==> config.mk <==
export PLATFORM = sky130hd
export DESIGN_NAME = mem_burst_master
export DESIGN_NICKNAME = d
export VERILOG_FILES = /design/src/rtl/mem_pkg.sv /design/src/rtl/mem_wbuf.sv /design/src/rtl/mem_burst_master.sv
export SDC_FILE = /design/constraint.sdc
export NUM_CORES = 1
export LEC_CHECK = 0
export CORE_ASPECT_RATIO = 0.6
export CORE_MARGIN = 4
export CORE_UTILIZATION = 51
export DETAILED_ROUTE_END_ITERATION = 12
export GPL_TIMING_DRIVEN = 0
export PLACE_DENSITY = 0.74
export SYNTH_ARGS = -nofsm -noshare
export SYNTH_HDL_FRONTEND = slang
export SYNTH_SLANG_ARGS = --single-unit
export TNS_END_PERCENT = 30
==> constraint.sdc <==
create_clock -name clock_i -period 3.74 [get_ports clock_i]
set_input_delay 0.748 -clock clock_i [delete_from_list [all_inputs] [get_ports clock_i]]
set_output_delay 0.748 -clock clock_i [all_outputs]
set_load 0.05 [all_outputs]
==> src/rtl/mem_pkg.sv <==
// mem_pkg
// Shared definitions for the burst master: access-size encodings, the
// size-to-beat-count helper, the controller state enum and the memory window
// base address.
package mem_pkg;

  typedef enum logic [1:0] {
    ACC_1  = 2'b00,
    ACC_4  = 2'b01,
    ACC_8  = 2'b10,
    ACC_16 = 2'b11
  } acc_size_e;

  typedef enum logic [2:0] {
    S_IDLE,
    S_FILL,
    S_ISSUE,
    S_WRITE,
    S_RWAIT,
    S_READ
  } state_e;

  localparam logic [31:0] MEM_BASE_ADDR = 32'h8002_0000;

  // Number of beats in a burst for a given access-size code.
  function automatic logic [4:0] beats(input logic [1:0] size);
    case (size)
      ACC_1:   beats = 5'd1;
      ACC_4:   beats = 5'd4;
      ACC_8:   beats = 5'd8;
      default: beats = 5'd16;
    endcase
  endfunction

endpackage

==> src/rtl/mem_wbuf.sv <==
// mem_wbuf
// Synchronous first-word-fall-through FIFO holding write beats until the
// memory burst is issued.
//   clk_i      clock
//   rst_i      synchronous active-high reset (empties the FIFO)
//   flush_i    synchronous flush (empties the FIFO)
//   push_i     write wr_data_i into the tail
//   wr_data_i  write data
//   pop_i      discard the head entry
//   rd_data_o  head entry (valid whenever count_o != 0)
//   count_o    number of stored words
module mem_wbuf #(
  parameter int DEPTH = 16,
  localparam int AW = $clog2(DEPTH),
  localparam int CW = $clog2(DEPTH + 1)
) (
  input  logic          clk_i,
  input  logic          rst_i,
  input  logic          flush_i,
  input  logic          push_i,
  input  logic [31:0]   wr_data_i,
  input  logic          pop_i,
  output logic [31:0]   rd_data_o,
  output logic [CW-1:0] count_o
);

  logic [31:0]   mem_q [DEPTH];
  logic [AW-1:0] wr_ptr_q;
  logic [AW-1:0] rd_ptr_q;
  logic [CW-1:0] count_q;

  // Wrap explicitly so non-power-of-two depths work.
  function automatic logic [AW-1:0] ptr_inc(input logic [AW-1:0] p);
    return (p == AW'(DEPTH - 1)) ? '0 : p + AW'(1);
  endfunction

  always_ff @(posedge clk_i) begin
    if (rst_i || flush_i) begin
      wr_ptr_q <= '0;
      rd_ptr_q <= '0;
      count_q  <= '0;
    end else begin
      if (push_i) wr_ptr_q <= ptr_inc(wr_ptr_q);
      if (pop_i)  rd_ptr_q <= ptr_inc(rd_ptr_q);
      case ({push_i, pop_i})
        2'b10:   count_q <= count_q + CW'(1);
        2'b01:   count_q <= count_q - CW'(1);
        default: ;
      endcase
    end
  end

  // Storage needs no reset; the pointers define what is valid.
  always_ff @(posedge clk_i) begin
    if (push_i) mem_q[wr_ptr_q] <= wr_data_i;
  end

  assign rd_data_o = mem_q[rd_ptr_q];
  assign count_o   = count_q;

endmodule

==> src/rtl/mem_burst_master.sv <==
// mem_burst_master
// Accepts single/burst read and write requests from a client, buffers write
// beats, and drives a simple burst memory port. All outputs are registered.
// Optional feature macro: MEM_ALIGN_CHECK_EN (reject misaligned requests with
// an err pulse instead of silently aligning the address).
//
// state  | meaning
// IDLE   | ready for a request
// FILL   | collecting write beats into the buffer
// ISSUE  | waiting for mem_busy_i low, then launching the command
// WRITE  | streaming buffered beats to memory, one per cycle
// RWAIT  | counting down the read latency before beat 0
// READ   | capturing read beats 1..N-1
//
// Ports:
//   clock_i, reset_i                         clock, sync active-high reset
//   req_valid_i/req_ready_o                  request handshake
//   req_addr_i, req_write_i, req_size_i      request attributes
//   wdata_valid_i/wdata_ready_o, wdata_i     write-beat stream
//   rdata_valid_o, rdata_o                   read-beat stream
//   done_o, err_o                            completion / rejection pulses
//   mem_enable_o, mem_wren_o, mem_acc_size_o,
//   mem_addr_o, mem_data_in_o                memory command + write data
//   mem_data_out_i, mem_busy_i               memory read data + not-ready
module mem_burst_master #(
  parameter int READ_LATENCY = 2,
  parameter int WBUF_DEPTH   = 16   // must be >= 16 to hold a full burst
) (
  input  logic        clock_i,
  input  logic        reset_i,
  input  logic        req_valid_i,
  output logic        req_ready_o,
  input  logic [31:0] req_addr_i,
  input  logic        req_write_i,
  input  logic [1:0]  req_size_i,
  input  logic        wdata_valid_i,
  output logic        wdata_ready_o,
  input  logic [31:0] wdata_i,
  output logic        rdata_valid_o,
  output logic [31:0] rdata_o,
  output logic        done_o,
  output logic        err_o,
  output logic        mem_enable_o,
  output logic        mem_wren_o,
  output logic [1:0]  mem_acc_size_o,
  output logic [31:0] mem_addr_o,
  output logic [31:0] mem_data_in_o,
  input  logic [31:0] mem_data_out_i,
  input  logic        mem_busy_i
);

  import mem_pkg::*;

  localparam int WB_CW = $clog2(WBUF_DEPTH + 1);

  state_e      state_q;
  logic [31:0] addr_q;
  logic [1:0]  size_q;
  logic [4:0]  beats_q;
  logic        write_q;
  logic [4:0]  cnt_q;
  logic [7:0]  wait_q;

  logic        req_ready_q;
  logic        wdata_ready_q;
  logic        rdata_valid_q;
  logic [31:0] rdata_q;
  logic        done_q;
  logic        mem_enable_q;
  logic        mem_wren_q;
  logic [1:0]  mem_acc_size_q;
  logic [31:0] mem_addr_q;
  logic [31:0] mem_data_in_q;

  logic             wb_push;
  logic             wb_pop;
  logic             wb_flush;
  logic [31:0]      wb_rd_data;
  logic [WB_CW-1:0] wb_count;
  logic             fill_last;
  logic             misaligned;

`ifdef MEM_ALIGN_CHECK_EN
  logic err_q;
  assign misaligned = |req_addr_i[1:0];
  assign err_o      = err_q;
`else
  logic unused_addr_lsb;
  assign unused_addr_lsb = ^req_addr_i[1:0];
  assign misaligned      = 1'b0;
  assign err_o           = 1'b0;
`endif

  assign wb_push   = (state_q == S_FILL) && wdata_ready_q && wdata_valid_i;
  // Compare against the count before this push lands.
  assign fill_last = (32'(wb_count) + 32'd1) == 32'(beats_q);
  // The head is consumed when beat 0 launches and for each later beat.
  assign wb_pop    = ((state_q == S_ISSUE) && write_q && !mem_busy_i) ||
                     ((state_q == S_WRITE) && (cnt_q != beats_q));
  assign wb_flush  = (state_q == S_WRITE) && (cnt_q == beats_q);

  mem_wbuf #(
    .DEPTH(WBUF_DEPTH)
  ) u_wbuf (
    .clk_i     (clock_i),
    .rst_i     (reset_i),
    .flush_i   (wb_flush),
    .push_i    (wb_push),
    .wr_data_i (wdata_i),
    .pop_i     (wb_pop),
    .rd_data_o (wb_rd_data),
    .count_o   (wb_count)
  );

  always_ff @(posedge clock_i) begin
    if (reset_i) begin
      state_q        <= S_IDLE;
      addr_q         <= '0;
      size_q         <= '0;
      beats_q        <= '0;
      write_q        <= 1'b0;
      cnt_q          <= '0;
      wait_q         <= '0;
      req_ready_q    <= 1'b1;
      wdata_ready_q  <= 1'b0;
      rdata_valid_q  <= 1'b0;
      rdata_q        <= '0;
      done_q         <= 1'b0;
      mem_enable_q   <= 1'b0;
      mem_wren_q     <= 1'b0;
      mem_acc_size_q <= '0;
      mem_addr_q     <= '0;
      mem_data_in_q  <= '0;
`ifdef MEM_ALIGN_CHECK_EN
      err_q          <= 1'b0;
`endif
    end else begin
      done_q        <= 1'b0;
      rdata_valid_q <= 1'b0;
`ifdef MEM_ALIGN_CHECK_EN
      err_q         <= 1'b0;
`endif
      case (state_q)
        S_IDLE: begin
          if (req_valid_i) begin
            if (misaligned) begin
`ifdef MEM_ALIGN_CHECK_EN
              err_q <= 1'b1;
`endif
            end else begin
              addr_q      <= {req_addr_i[31:2], 2'b00};
              size_q      <= req_size_i;
              beats_q     <= beats(req_size_i);
              write_q     <= req_write_i;
              req_ready_q <= 1'b0;
              if (req_write_i) begin
                wdata_ready_q <= 1'b1;
                state_q       <= S_FILL;
              end else begin
                state_q <= S_ISSUE;
              end
            end
          end
        end

        S_FILL: begin
          if (wb_push && fill_last) begin
            wdata_ready_q <= 1'b0;
            state_q       <= S_ISSUE;
          end
        end

        S_ISSUE: begin
          if (!mem_busy_i) begin
            mem_enable_q   <= 1'b1;
            mem_addr_q     <= addr_q;
            mem_acc_size_q <= size_q;
            mem_wren_q     <= write_q;
            cnt_q          <= 5'd1;
            if (write_q) begin
              mem_data_in_q <= wb_rd_data;
              state_q       <= S_WRITE;
            end else begin
              wait_q  <= 8'(READ_LATENCY);
              state_q <= S_RWAIT;
            end
          end
        end

        S_WRITE: begin
          // cnt_q counts beats already on the bus.
          if (cnt_q == beats_q) begin
            mem_enable_q <= 1'b0;
            mem_wren_q   <= 1'b0;
            done_q       <= 1'b1;
            req_ready_q  <= 1'b1;
            state_q      <= S_IDLE;
          end else begin
            mem_data_in_q <= wb_rd_data;
            cnt_q         <= cnt_q + 5'd1;
          end
        end

        S_RWAIT: begin
          if (wait_q == 8'd0) begin
            rdata_q       <= mem_data_out_i;
            rdata_valid_q <= 1'b1;
            cnt_q         <= 5'd1;
            if (beats_q == 5'd1) begin
              mem_enable_q <= 1'b0;
              done_q       <= 1'b1;
              req_ready_q  <= 1'b1;
              state_q      <= S_IDLE;
            end else begin
              state_q <= S_READ;
            end
          end else begin
            wait_q <= wait_q - 8'd1;
          end
        end

        S_READ: begin
          rdata_q       <= mem_data_out_i;
          rdata_valid_q <= 1'b1;
          cnt_q         <= cnt_q + 5'd1;
          if (cnt_q == beats_q - 5'd1) begin
            mem_enable_q <= 1'b0;
            done_q       <= 1'b1;
            req_ready_q  <= 1'b1;
            state_q      <= S_IDLE;
          end
        end

        default: state_q <= S_IDLE;
      endcase
    end
  end

  assign req_ready_o    = req_ready_q;
  assign wdata_ready_o  = wdata_ready_q;
  assign rdata_valid_o  = rdata_valid_q;
  assign rdata_o        = rdata_q;
  assign done_o         = done_q;
  assign mem_enable_o   = mem_enable_q;
  assign mem_wren_o     = mem_wren_q;
  assign mem_acc_size_o = mem_acc_size_q;
  assign mem_addr_o     = mem_addr_q;
  assign mem_data_in_o  = mem_data_in_q;

endmodule

==> results.py, run 1 <==
metrics = {
    "synth": {
        "yosysUniqueCellTypes": 62,
        "async_flop_share_pct": 0,
        "synth_compound_area_share_pct": 4.042,
        "yosysWarnings": 0,
        "avgSynthCellArea_sq_um": 16.42,
        "synthMuxAreaShare_pct": 13.92,
        "netlist_area_sq_um": 26100,
        "synthFlopType": "edfxtp_1",
        "synthCells": 1589,
        "synthXorXnorAreaFrac_pct": 0.9397,
        "ys_ff_latch": 684,
        "seq_area_frac_synth_pct": 72.11,
        "synth-edff-count": 512,
        "synth-adder-area-share_pct": 0.6233,
        "synth_top_family_by_area": "multiplexers",
        "yosys.area_share.simple_pct": 6.583,
    },
    "place": {
        "place_inst": 2502,
        "dp_slack_ps": -1215,
        "io_buffers": 203,
        "hpwl_um": 43130,
        "routabilityCongestion": 0.8486,
    },
    "clock_network": {
        "clk_pin_slew_ps": 60,
        "cts_made_buffers": 59,
        "htreeDepth": 2,
        "cts_tree": "done",
        "cts_sinks": 684,
        "insertion_delay_ps": 620,
        "hold_buffers": 0,
        "clockRootBuffer": "clkbuf_16",
        "clock_path_buffers": 3,
    },
    "floorplan": {
        "io_pins": 209,
        "rows": 63,
        "die_width_um": 300.0,
        "start_util_pct": 52.22,
        "die_y_um": 183.2,
        "core-area_sq_um": 49980,
        "dieArea_sq_um": 54970,
    },
    "routing": {
        "vias": 15370,
        "final_antenna_net_count": 0,
        "drt-initial-drc-count": 1652,
        "via_per_inst": 5.870,
        "wl_per_cell_um": 24.91,
        "drt_wl_total_um": 65250,
        "firstDrtPassIters": 5,
        "drc": 0,
    },
    "status": {
        "run_status": "complete, no violations",
    },
    "power_and_ir_drop": {
        "powerDensity_nw_per_um2": 546.3,
        "ir_worst_vdd_uv": 377.2,
        "power_mw": 17.36,
        "p_leak_nw": 9.968,
    },
    "worst_setup_path": {
        "cp-end-kind": "register",
        "crit_type": "input pin to register",
        "slowest_stage": "clkdlybuf4s50_1",
        "cp_max_fo": 9,
        "critical_path.cell_chain": "clkdlybuf4s50_1 > or3b_2 > a21o_1 > buf_6 > clkinv_8 > ha_1 > clkbuf_2 > xor2_1 > ha_1 > a21boi_0 > o22a_1 > a21oi_1 > xor2_1 > or3_1 > a21oi_1",
        "critical-path-max-stage-delay_ps": 490,
        "required_ps": 4280,
        "startpoint_type": "input pin",
        "arrival_ps": 4050,
    },
    "timing": {
        "min_period_over_period_pct": 93.99,
        "fmax_ghz": 0.2845,
        "tightest_slew_ps": 1338,
        "worst_slack_ps": 224.7,
        "hold_viol": 0,
        "maxSlewHeadroom_pct": 10.14,
        "finalCriticalPeriod_ps": 3515,
        "slew_viol_final": 0,
        "setup_violations": 0,
        "final.setup_skew_ps": 32.88,
        "rsz0062_at_grt": "no",
    },
    "grt": {
        "grt_use_total_pct": 23.56,
        "antenna_found_initial": 1,
        "grt_overflow": 0,
        "grt_pass1_wl_um": 96500,
        "grt_pass1_vias": 15210,
        "grt_max_degree": 22,
    },
    "final_layout": {
        "area_delta_synth_final_pct": 21.77,
        "fin_cells": 2619,
        "nets": 2003,
        "post-route-util_pct": 63.59,
        "nFillCells": 3555,
        "layout-drive-gt1-share_pct": 18.18,
        "multi_input_area_sq_um": 6959,
        "regArea_sq_um": 18820,
    },
    "min_path": {
        "hp-class": "register to register",
    },
    "job": {
        "drv_cap": 0,
    },
}
[stage by stage]
step	area (sq um)	TNS [ps]	hold slack [ps]
after floorplan	26120	-17970	432.1
after global placement	29000	-997390	435.0
after detailed placement	29580	-2781	446.3
after CTS	31720	0	455.8
after global routing	31780	0	470.5
final	31780	0	451.9
[routing by layer]
layer | part of all wire [%] | vias to the layer above | GRT usage, %
li1 | - | 6640 | -
met1 | 42 | 7936 | 35.14
met2 | 47 | 708 | 36.38
met3 | 8.7 | 90 | 4.886
met4 | 1.6 | 0 | 5.345
met5 | 0 | - | 0
[timing repair]
action,CTS,global route
setup buffers,0,6
pin swaps,0,1
resized for setup,6,7
endpoints found under the setup margin,3,1
[cell families after synthesis]
group	Yosys count
xor gates and xnor gates	28
buffers and inverters	110
DFF	684
AOI/OAI and AO/OA	189
other	1
muxes	163
adders and majority gates	13
and+or+nand+nor	401
[report_power, final]
| part | internal, mW | leakage [nW] | switching [mW] |
|---|---|---|---|
| clock | 3.81 | 1.03 | 2.79 |
| combinational | 0.838 | 2.94 | 1.41 |
| sequential | 8.37 | 5.99 | 0.146 |
[state kept, by name, summed over array words and instances, names as in the netlist, 2 cells and up, named ones only]
register and cells:
mem_addr_o 30, state_q 3, size_q 2, u_wbuf.count_o 5
u_wbuf.wr_ptr_q 4, wait_q 8, u_wbuf.rd_ptr_q 4, mem_data_in_o 32
cnt_q 5, beats_q 4, addr_q 30, u_wbuf.mem_q 512
rdata_o 32, mem_acc_size_o 2
[cell usage in the layout (no fill, tap or decap), types with 4 or more instances in the layout]
cell type / synthesis / final
nor3_1: 14 / 10
buf_16: 0 / 4
nor2_1: 50 / 38
o31ai_1: 4 / 4
nor3b_1: 5 / 5
a21oi_1: 150 / 150
buf_2: 24 / 20
buf_12: 0 / 9
clkbuf_16: 0 / 62
dfxtp_1: 172 / 171
nand2_1: 282 / 282
clkdlybuf4s50_1: 0 / 203
buf_4: 3 / 10
clkbuf_1: 64 / 69
nand2b_1: 7 / 7
nor2b_1: 6 / 6
buf_8: 0 / 8
bufinv_16: 0 / 8
nand3_1: 9 / 9
nor2_4: 0 / 12
xnor2_1: 14 / 13
mux4_2: 160 / 160
clkinv_2: 0 / 10
ha_1: 13 / 13
buf_1: 5 / 5
edfxtp_1: 512 / 512
o21ai_0: 6 / 5
a211oi_1: 4 / 4
inv_1: 12 / 12
clkbuf_8: 0 / 11
nand3b_1: 4 / 4
xor2_1: 14 / 14
buf_6: 1 / 6
clkinvlp_4: 0 / 6
[critical path: cells and delay by family]
kind            cells  cell delay [ps]
xor+xnor            2              320
simple gates        2              800
fa+ha+maj           2              390
buf+inv             4              970
compound gates      5              810
[synth_stat cells (2+ instances only)]
library cell	number	area [sq um]
nor2_1	50	187.7
mux2i_1	3	30.03
edfxtp_1	512	15370
or3b_2	3	26.28
clkbuf_1	64	240.2
nand2_1	282	1059
a21oi_1	150	750.7
nor2b_1	6	37.54
ha_1	13	162.7
a211oi_1	4	30.03
nor3_1	14	70.07
or3b_1	2	17.52
nand3b_1	4	30.03
nand4_1	2	12.51
xnor2_1	14	122.6
o21bai_1	2	15.01
o21ai_0	6	30.03
inv_1	12	45.04
nor3b_1	5	37.54
buf_1	5	18.77
o211ai_1	2	15.01
dfxtp_1	172	3443
o31ai_1	4	30.03
o22ai_1	2	12.51
or3_1	3	18.77
nand4b_1	2	17.52
nand3_1	9	45.04
xor2_1	14	122.6
o21a_1	2	15.01
or2_2	2	12.51
mux4_2	160	3603
a21o_1	3	22.52
nand2b_1	7	43.79
buf_2	24	120.1
buf_4	3	22.52
[final cells by class]
type	count	area share, %
inverters	13	0.1929
flip-flops and latches	684	59.22
diodes	1	0.007874
repair buffers	235	7.992
clock buffers	79	5.429
plain buffers	96	1.323
clock inverters	32	1.252
well taps	682	2.685
multi-input cells	797	21.90
[worst paths after layout]
kind                                  start  depth (start not counted)                             end  slack (ps)
max                              mem_busy_i                         15  u_wbuf.count_o[4]$_SDFFE_PP0P_         220
min          mem_data_in_o[20]$_SDFFE_PP0P_                          2  mem_data_in_o[20]$_SDFFE_PP0P_         450
max reg2reg         beats_q[2]$_SDFFE_PP0P_                         17  u_wbuf.count_o[4]$_SDFFE_PP0P_         230
min reg2reg  mem_data_in_o[20]$_SDFFE_PP0P_                          2  mem_data_in_o[20]$_SDFFE_PP0P_         450
(Power assumes the default switching activity.)
==> inputs of run 2 (changes only) <==
--- a/config.mk
+++ b/config.mk
@@ -7,10 +7,11 @@
 export LEC_CHECK = 0
 export CORE_ASPECT_RATIO = 0.6
 export CORE_MARGIN = 4
-export CORE_UTILIZATION = 51
+export CORE_UTILIZATION = 50
 export DETAILED_ROUTE_END_ITERATION = 12
 export GPL_TIMING_DRIVEN = 0
-export PLACE_DENSITY = 0.74
+export PLACE_DENSITY = 0.73
+export SKIP_LAST_GASP = 1
 export SYNTH_ARGS = -nofsm -noshare
 export SYNTH_HDL_FRONTEND = slang
 export SYNTH_SLANG_ARGS = --single-unit
==> constraint.sdc (replaced) <==
create_clock -name clock_i -period 3 [get_ports clock_i]
set_input_delay 0.6 -clock clock_i [delete_from_list [all_inputs] [get_ports clock_i]]
set_output_delay 0.6 -clock clock_i [all_outputs]
set_load 0.05 [all_outputs]
==> run 2 against run 1 <==
  * The flow now finishes with violations (setup timing)
  * Via count is 0.55% lower
  * Wire length fell by 3.1%
  * Clock power is 19% higher
  * Count of clock-buffer cells in the layout fell by 4
  * Global-route usage down 1.2 points
  * Worst hold slack worse by 2.1 ps
  * Largest power group unchanged
  * Highest routed layer unchanged
==> results.py, run 2 (synthesized netlist as in run 1, its figures left out) <==
metrics = {
    "timing": {
        "finalCriticalPeriod_ps": 3092,
        "final.setup_skew_ps": 22.29,
        "worst_slack_ps": -91.96,
        "holdWs_ps": 449.8,
        "setup_violations": 1,
        "rsz0062_at_grt": "yes",
        "maxSlewHeadroom_pct": 6.251,
        "hold_viol": 0,
        "slew_viol_final": 0,
        "fmax_ghz": 0.3234,
        "tightest_slew_ps": 1396,
        "min_period_over_period_pct": 103.1,
    },
    "routing": {
        "drt_wl_total_um": 63250,
        "firstDrtPassIters": 7,
        "final_antenna_net_count": 0,
        "vias": 15290,
        "drc": 0,
        "via_per_inst": 5.787,
        "drt-initial-drc-count": 1534,
        "wl_per_cell_um": 23.94,
    },
    "final_layout": {
        "final_cell_area_sq_um": 31910,
        "post-route-util_pct": 62.27,
        "regArea_sq_um": 18820,
        "nets": 2017,
        "nFillCells": 3649,
        "multi_input_area_sq_um": 7024,
        "top_register": "u_wbuf.mem_q",
        "area_delta_synth_final_pct": 22.28,
        "final_cell_mix": "edfxtp_1, nand2_1, clkdlybuf4s50_1",
        "insertedDiodeCount": 0,
        "largest_reg_flops": 512,
        "fin_cells": 2642,
        "layout_commonest_cell": "edfxtp_1",
        "layout-drive-gt1-share_pct": 19.45,
    },
    "clock_network": {
        "cts_sinks": 684,
        "clock_path_buffers": 3,
        "clockRootBuffer": "clkbuf_16",
        "clk_pin_slew_ps": 70,
        "cts_tree": "done",
        "cts_made_buffers": 59,
        "insertion_delay_ps": 610,
        "htreeDepth": 2,
    },
    "floorplan": {
        "rows": 64,
        "dieArea_sq_um": 56030,
        "die_width_um": 302.9,
        "die_y_um": 185.0,
        "core-area_sq_um": 51250,
        "io_pins": 209,
        "start_util_pct": 50.92,
    },
    "power_and_ir_drop": {
        "p_leak_nw": 10.04,
        "ir_worst_vdd_uv": 508.8,
        "powerDensity_nw_per_um2": 672.3,
    },
    "worst_setup_path": {
        "startpoint_type": "register",
        "crit_type": "register to register",
        "cp_max_fo": 6,
        "required_ps": 3550,
        "critPathLaunch": "cnt_q[3]$_SDFFE_PP0P_",
        "cp-end-kind": "register",
        "rr_startpoint": "cnt_q[3]$_SDFFE_PP0P_",
        "arrival_ps": 3640,
        "r2r_slack_ps": -90,
    },
    "status": {
        "run_status": "complete, but fails checks",
        "violations": "setup timing",
    },
    "place": {
        "hpwl_um": 41410,
        "dp_slack_ps": -864.9,
        "io_buffers": 203,
        "routabilityCongestion": 0.8255,
        "placed_area_sq_um": 29610,
        "place_inst": 2507,
    },
    "grt": {
        "grt_use_total_pct": 22.41,
        "antenna_found_initial": 0,
        "grt_pass1_vias": 14960,
        "grt_overflow": 0,
        "grt_pass1_wl_um": 93230,
        "grt_max_degree": 23,
    },
    "min_path": {
        "hp-class": "register to register",
        "hold_start": "addr_q[10]$_SDFFE_PP0P_",
    },
    "job": {
        "drv_cap": 0,
    },
}
==> run 2: cell types whose count changed in the layout (fill, tap and decap cells not counted), sizes merged <==
cell           previous run  this run
clkdlybuf4s50           203       202
dlymetal6s2s              0         1
clkbuf                  145       138
clkinv                   15        23
clkdlybuf4s15             0         1
clkinvlp                  7         4
diode                     1         0
buf                      62        78
bufinv                    8         6
==> run 2: repair_timing <==
item	CTS	global route
hold endpoints to repair	0	0
setup endpoints to repair	15	105
setup buffers	11	17
gates resized for setup	6	35
hold buffers	0	0
pin swaps	5	9
==> run 2: path summary, 6_finish.rpt <==
kind | to | cells after the start
setup / recovery | u_wbuf.count_o[4]$_SDFFE_PP0P_ | 15
hold / removal | mem_addr_o[10]$_SDFFE_PP0P_ | 2
setup reg to reg | u_wbuf.count_o[4]$_SDFFE_PP0P_ | 15
hold reg to reg | mem_addr_o[10]$_SDFFE_PP0P_ | 2
==> run 2: per-layer routing <==
layer / global-route usage [%] / vias up / part of all wire, %
li1: - / 6667 / -
met1: 34.18 / 7892 / 43
met2: 34.63 / 647 / 47
met3: 3.737 / 83 / 8.0
met4: 4.594 / 0 / 1.8
met5: 0 / - / 0
==> run 2: power breakdown <==
group	switching [mW]	internal [mW]	total (mW)
Combinational	1.80	1.16	2.96
Sequential	0.184	10.4	10.6
Clock	3.41	4.46	7.87
==> run 2: layout make-up <==
cell class              instances  share of cell area (%)
plain buffers                  94                   1.392
clock inverters                35                   1.110
repair buffers                251                   8.320
well taps                     693                   2.717
multi-input cells             797                   22.01
clock buffers                  75                   5.230
inverters                      13                  0.2352
flip-flops and latches        684                   58.98
==> run 2: critical path, stage by stage (launching register included) <==
cell and delay (ps):
dfxtp_1 430, xnor2_2 150, nand4_1 180, o21ai_2 200, a21o_1 160, buf_8 150, clkinv_16 70, ha_4 180
xor2_1 140, ha_2 210, o21a_1 170, o22a_1 220, a21oi_2 160, xor2_1 90, or3_1 370, a21oi_1 130
==> run 2: per-stage QoR <==
| stage | total power, mW | setup TNS, ps |
|---|---|---|
| 2_1_floorplan | 12.60 | -57850 |
| 3_3_place_gp | 13.47 | -997680 |
| 3_5_place_dp | 13.56 | -62230 |
| 4_1_cts | 21.48 | -229.0 |
| 5_1_grt | 22.24 | -432.2 |
| 6_report | 21.45 | -91.96 |
